===== config.mk =====
export PLATFORM = sky130hd
export DESIGN_NAME = ctrlsoc_busmux
export DESIGN_NICKNAME = d
export VERILOG_FILES = /design/src/rtl/ctrlsoc_busmux.sv
export SDC_FILE = /design/constraint.sdc
export NUM_CORES = 1
export LEC_CHECK = 0
export BUFFER_PORTS_ARGS = -buffer_cell sky130_fd_sc_hd__buf_2
export CAP_MARGIN = 20
export CORE_AREA = 2 2 133 135
export CTS_BUF_LIST = sky130_fd_sc_hd__clkbuf_16
export CTS_CLUSTER_DIAMETER = 120
export DETAILED_ROUTE_END_ITERATION = 8
export DIE_AREA = 0 0 135 137
export MAX_ROUTING_LAYER = met4
export PLACE_DENSITY_LB_ADDON = 0.05
export SLEW_MARGIN = 40
export SYNTH_ARGS = -nofsm -noshare
export SYNTH_HDL_FRONTEND = slang
export SYNTH_SLANG_ARGS = --single-unit

===== constraint.sdc =====
create_clock -name clk -period 6.1 [get_ports clk]
set_input_delay 0.61 -clock clk [delete_from_list [all_inputs] [get_ports clk]]
set_output_delay 0.61 -clock clk [all_outputs]
set_load 0.05 [all_outputs]

===== src/rtl/ctrlsoc_busmux.sv =====
// Address decoder/interconnect between the picorv32 native memory port and NSLAVES slave ports,
// with write protection, wait-state tolerant slaves, a timeout watchdog and a sticky bus error.
module ctrlsoc_busmux #(
  parameter int unsigned               NSLAVES     = 4,
  parameter logic [32*NSLAVES-1:0]     REGION_BASE = {32'h01000000, 32'h00100000, 32'h00010000, 32'h00000000},
  parameter logic [32*NSLAVES-1:0]     REGION_MASK = {32'hFFFFFFFF, 32'hFF000000, 32'hFFFF0000, 32'hFFFF0000},
  parameter logic [NSLAVES-1:0]        RO_MASK     = 4'b0100,
  parameter int unsigned               TIMEOUT     = 255,
  parameter bit                        ERR_ACK     = 1'b0
) (
  input  logic                    clk,
  input  logic                    reset,
  input  logic                    mem_valid,
  input  logic                    mem_instr,
  output logic                    mem_ready,
  input  logic [31:0]             mem_addr,
  input  logic [31:0]             mem_wdata,
  input  logic [3:0]              mem_wstrb,
  output logic [31:0]             mem_rdata,
  output logic [NSLAVES-1:0]      s_valid,
  output logic [31:0]             s_addr,
  output logic [31:0]             s_wdata,
  output logic [3:0]              s_wstrb,
  input  logic [NSLAVES-1:0]      s_ready,
  input  logic [32*NSLAVES-1:0]   s_rdata,
  input  logic                    err_clear,
  output logic                    buserror,
  output logic [31:0]             err_addr
);

  localparam int unsigned CW = (TIMEOUT == 0) ? 1 : $clog2(TIMEOUT + 1);
  localparam logic [CW-1:0] CNT_MAX  = '1;
  localparam logic [CW-1:0] CNT_LAST = CW'((TIMEOUT == 0) ? 0 : TIMEOUT - 1);
  localparam logic [31:0]   ERR_DATA = 32'hBADBADBA;

  localparam logic [1:0] ST_IDLE  = 2'd0;
  localparam logic [1:0] ST_BUSY  = 2'd1;
  localparam logic [1:0] ST_DONE  = 2'd2;
  localparam logic [1:0] ST_ERROR = 2'd3;

  logic [1:0]         state_q, state_d;
  logic [NSLAVES-1:0] s_valid_q, s_valid_d;
  logic [31:0]        s_addr_q, s_addr_d, s_wdata_q, s_wdata_d;
  logic [3:0]         s_wstrb_q, s_wstrb_d;
  logic [31:0]        mem_rdata_q, mem_rdata_d;
  logic               mem_ready_q, mem_ready_d;
  logic               buserror_q, buserror_d;
  logic [31:0]        err_addr_q, err_addr_d;
  logic [CW-1:0]      cnt_q, cnt_d;

  logic [NSLAVES-1:0] sel_c;
  logic               found_c, dec_err_c, rdy_c, err_set_c;
  logic [31:0]        rdata_c;
  logic               unused_instr;

  assign unused_instr = mem_instr;

  // Priority decode: the lowest-index matching region wins.
  always_comb begin
    sel_c   = '0;
    found_c = 1'b0;
    for (int i = 0; i < int'(NSLAVES); i++) begin
      if (!found_c && ((mem_addr & REGION_MASK[32*i +: 32]) == REGION_BASE[32*i +: 32])) begin
        sel_c[i] = 1'b1;
        found_c  = 1'b1;
      end
    end
    dec_err_c = !found_c || ((|mem_wstrb) && (|(sel_c & RO_MASK)));
  end

  always_comb begin
    rdy_c   = |(s_ready & s_valid_q);
    rdata_c = '0;
    for (int i = 0; i < int'(NSLAVES); i++) begin
      if (s_valid_q[i]) rdata_c = s_rdata[32*i +: 32];
    end
  end

  always_comb begin
    state_d     = state_q;
    s_valid_d   = s_valid_q;
    s_addr_d    = s_addr_q;
    s_wdata_d   = s_wdata_q;
    s_wstrb_d   = s_wstrb_q;
    mem_rdata_d = mem_rdata_q;
    mem_ready_d = 1'b0;
    cnt_d       = cnt_q;
    err_set_c   = 1'b0;
    case (state_q)
      // mem_ready_q high means the CPU has not yet dropped the completed request.
      ST_IDLE: begin
        if (mem_valid && !buserror_q && !mem_ready_q) begin
          if (dec_err_c) begin
            err_set_c = 1'b1;
          end else begin
            s_addr_d  = mem_addr;
            s_wdata_d = mem_wdata;
            s_wstrb_d = mem_wstrb;
            s_valid_d = sel_c;
            cnt_d     = '0;
            state_d   = ST_BUSY;
          end
        end
      end
      ST_BUSY: begin
        if (rdy_c) begin
          s_valid_d   = '0;
          mem_rdata_d = rdata_c;
          state_d     = ST_DONE;
        end else if ((TIMEOUT != 0) && (cnt_q == CNT_LAST)) begin
          s_valid_d = '0;
          err_set_c = 1'b1;
        end else if (cnt_q != CNT_MAX) begin
          cnt_d = cnt_q + CW'(1);
        end
      end
      ST_DONE: begin
        mem_ready_d = 1'b1;
        state_d     = ST_IDLE;
      end
      ST_ERROR: begin
        if (ERR_ACK)        state_d = ST_DONE;
        else if (err_clear) state_d = ST_IDLE;
      end
      default: state_d = ST_IDLE;
    endcase
    if (err_set_c) begin
      state_d = ST_ERROR;
      if (ERR_ACK) mem_rdata_d = ERR_DATA;
    end
    // A new fault outranks a simultaneous clear; only the first fault address is kept.
    buserror_d = err_set_c ? 1'b1 : (err_clear ? 1'b0 : buserror_q);
    err_addr_d = (err_set_c && !buserror_q) ? mem_addr : err_addr_q;
  end

  always_ff @(posedge clk or posedge reset) begin
    if (reset) begin
      state_q     <= ST_IDLE;
      s_valid_q   <= '0;
      s_addr_q    <= '0;
      s_wdata_q   <= '0;
      s_wstrb_q   <= '0;
      mem_rdata_q <= '0;
      mem_ready_q <= 1'b0;
      buserror_q  <= 1'b0;
      err_addr_q  <= '0;
      cnt_q       <= '0;
    end else begin
      state_q     <= state_d;
      s_valid_q   <= s_valid_d;
      s_addr_q    <= s_addr_d;
      s_wdata_q   <= s_wdata_d;
      s_wstrb_q   <= s_wstrb_d;
      mem_rdata_q <= mem_rdata_d;
      mem_ready_q <= mem_ready_d;
      buserror_q  <= buserror_d;
      err_addr_q  <= err_addr_d;
      cnt_q       <= cnt_d;
    end
  end

  assign mem_ready = mem_ready_q;
  assign mem_rdata = mem_rdata_q;
  assign s_valid   = s_valid_q;
  assign s_addr    = s_addr_q;
  assign s_wdata   = s_wdata_q;
  assign s_wstrb   = s_wstrb_q;
  assign buserror  = buserror_q;
  assign err_addr  = err_addr_q;

endmodule

==> results.ini <==
[run_status]
status = completed

[floorplanning]
fp.dieH_microns = 137
initial_core_util_pct = 37.18
fp.dieW_microns = 135
core-area_sq_um = 17060
die-area_sq_um = 18500
io_pins = 343
floorplan.rows = 48

[global_routing]
grt_pass1_vias = 5262
grt_pass1_wl_mm = 26.90
overflow = 0
track_usage_pct = 19.41
antenna_found_initial = 2
grt_max_degree = 84

[setup_path]
worstReg2RegStart = s_valid[3]
cp.required_ns = 6.39
start_kind = register
end_kind = register
setup.worst_path.start = s_valid[3]
crit_fanout = 67
path_class = register to register
critPathArrivalTime_ns = 3.20

[routing]
wl_met1_mm = 7.441
postRouteAntennaNets = 0
first_pass_iters = 4
avgRoutedWirePerCell_microns = 16.47
vias = 5295
routed-wl-met3_mm = 1.337
drtIter0Drc = 181
via_per_inst = 4.898
drc = 0
drt_wl_total_mm = 17.80
wl_met2_mm = 8.510
top_layer = met4

[clock_network]
cts_tree = built
cts_root_buf = clkbuf_16
h-tree-depth = 4
numCtsBuffers = 17
clock-sinks = 147
path_clk_slew_ns = 0.06
clk_latency_ns = 0.41
postCtsHoldBufs = 0
clock_path_buffers = 2
cts_resized = 0
cts_setup_buffers = 0

[layout]
final_cell_count_no_fill = 1081
fin_util_pct = 51.05
syn2layout_area_growth_pct = 37.29
nets = 1049
drive_gt1_share_pct = 50.70

[logic_synthesis]
synth_edf_count = 0
synth_top_area_cell = dfrtp_1
synth.area.top_cells = dfrtp_1 58%, mux2_2 15%, a22oi_1 3.7%
ys_seq_area_share_pct = 58.00
async_flop_share_pct = 100.0
syn_area_sq_um = 6342
syn-num-nets = 752
synth-main-ff-cell = dfrtp_1
ys_warn_count = 0
post_synth_num_cell_types = 43
ys_seq_elements = 147
synth.avg_cell_area_sq_um = 11.64
syn_inst = 545
synth_top_area_share_pct = 58.00

[placed_design]
place_inst = 1047
hpwl_mm = 13.22
port-buffer-count = 307
gp_congestion = 0.8343

[power_and_ir_drop]
p_per_area_nw_per_um2 = 375.1
p_seq_share_pct = 36.6
comb_power_share_pct = 29.4
sw_frac_of_total_pct = 35.85
irDropWorstVdd_v = 0.0003660
clockPowerShare_pct = 33.9
p_int_w = 0.002095
leakagePower_nw = 4.645
p_sw_w = 0.001171

[flow_run]
maxCapViolations = 0

[sta]
fin_crit_sh_pct = 47.57
slew_viol_final = 0
fin_tns_setup_ns = 0
relSlewSlack_pct = 53.18
rsz0062_at_grt = false
fin_skew_ns = 0.008676
finalSetupViolations = 0
worstMarginPinSlew_ns = 0.7023
finalHoldViolations = 0
final.min_clock_period_ns = 2.902
clock.fmax_mhz = 344.6

[worst_hold_path]
hold_class = input pin to async pin

[logic make-up (layout without fill, tap and decap cells)]
group | count (synthesis) | in the layout | share of synthesized area (%)
AND/OR/NAND/NOR | 142 | 142 | 10.59
flip-flops | 147 | 147 | 58.00
multiplexers | 86 | 86 | 15.27
AO/OA/AOI/OAI | 125 | 125 | 12.47
other | 1 | 3 | 0.05913
buffers and inverters | 42 | 351 | 3.216
adder cells (fa/ha/maj) | 2 | 2 | 0.3945
[layer usage]
layer | vias up | GRT usage [%]
li1 | 2540 | -
met2 | 227 | 31.64
met4 | 0 | 8.275
met5 | - | -
met3 | 32 | 5.111
met1 | 2496 | 22.85
[worst max-delay path, stage by stage (launching register included)]
cell	delay (ns)
dfrtp_4	0.71
a222oi_1	0.72
nand2_1	0.26
nor3_1	0.37
a311oi_4	0.05
buf_4	0.27
mux2_1	0.36
[Yosys cell counts (2+ instances only)]
cell / number
nor3_1: 6
ha_1: 2
buf_2: 4
or4_1: 2
nor2b_1: 6
a21o_1: 2
mux2_1: 4
nand2b_1: 5
nand3_1: 3
a21oi_1: 33
mux2_2: 82
and2_1: 15
o22a_1: 4
o311ai_0: 2
clkbuf_1: 24
inv_1: 7
nand4_1: 2
dfrtp_1: 147
nor2_1: 36
nand3b_1: 4
buf_6: 5
nor4_1: 9
nand2_1: 51
o21ai_0: 41
a22oi_1: 31
[power groups by stage]
stage	clock network [W]	registers [W]	logic [W]
finish	0.00111	0.00120	0.000962
global route	0.00118	0.00121	0.00102
CTS	0.00114	0.00120	0.000971
detailed placement	0	0.00121	0.000971
global placement	0	0.00120	0.000958
floorplan	0	0.00160	0.000329
[final timing paths]
kind	end	slack [ns]	cells past startpoint
max in group asynchronous	err_addr[21]	4.85	3
worst max register to register	err_addr[3]	3.20	6
min in group clk	s_wstrb[3]	0.42	2
worst max-delay path	err_addr[3]	3.20	6
worst min-delay path	mem_rdata[10]	0.29	2
worst min register to register	mem_rdata[8]	0.48	2
[stage by stage]
stage	instance area [sq um]	worst slack, ns	total power [W]	hold slack [ns]
final	8707	3.198	0.003266	0.2902
after global routing	8707	2.948	0.003414	0.3334
after CTS	8668	3.166	0.003305	0.3795
after detailed placement	8041	3.103	0.002179	0.4654
after global placement	8034	3.150	0.002161	0.4608
after floorplan	6342	1.539	0.001927	0.5038
[sequential cells by signal, indices dropped and copies added, names as in the netlist]
register / flops
err_addr: 32
mem_rdata: 32
s_addr: 32
s_wdata: 32
cnt_q: 8
s_wstrb: 4
s_valid: 3
state_q: 2
buserror: 1
mem_ready: 1
[cells in the final DEF (no fill, tap or decap), types with 3 or more instances in the layout]
master and n:
buf_2 307, dfrtp_1 146, mux2_2 82, nand2_1 51
o21ai_0 41, nor2_1 36, a21oi_1 33, a22oi_1 31
clkbuf_16 17, and2_1 15, nor4_1 9, inv_1 6
nor3_1 6, nor2b_1 5, inv_6 5, nand3b_1 4
o22a_1 4, mux2_1 4, bufinv_16 4, buf_4 4
nand3_1 3, nand2b_1 3, clkinv_4 3
[layout make-up]
type                            count  area [sq um]
Fill cell                        1592          8349
Sequential cell                   147          3682
Multi-Input combinational cell    356          2472
Timing Repair Buffer              313          1605
Clock buffer                       17         425.4
Tap cell                          225         281.5
Clock inverter                     14         201.4
Inverter                            7         33.78
Antenna cell                        2         5.005
Note: power is estimated with default switching activity, not from simulation.
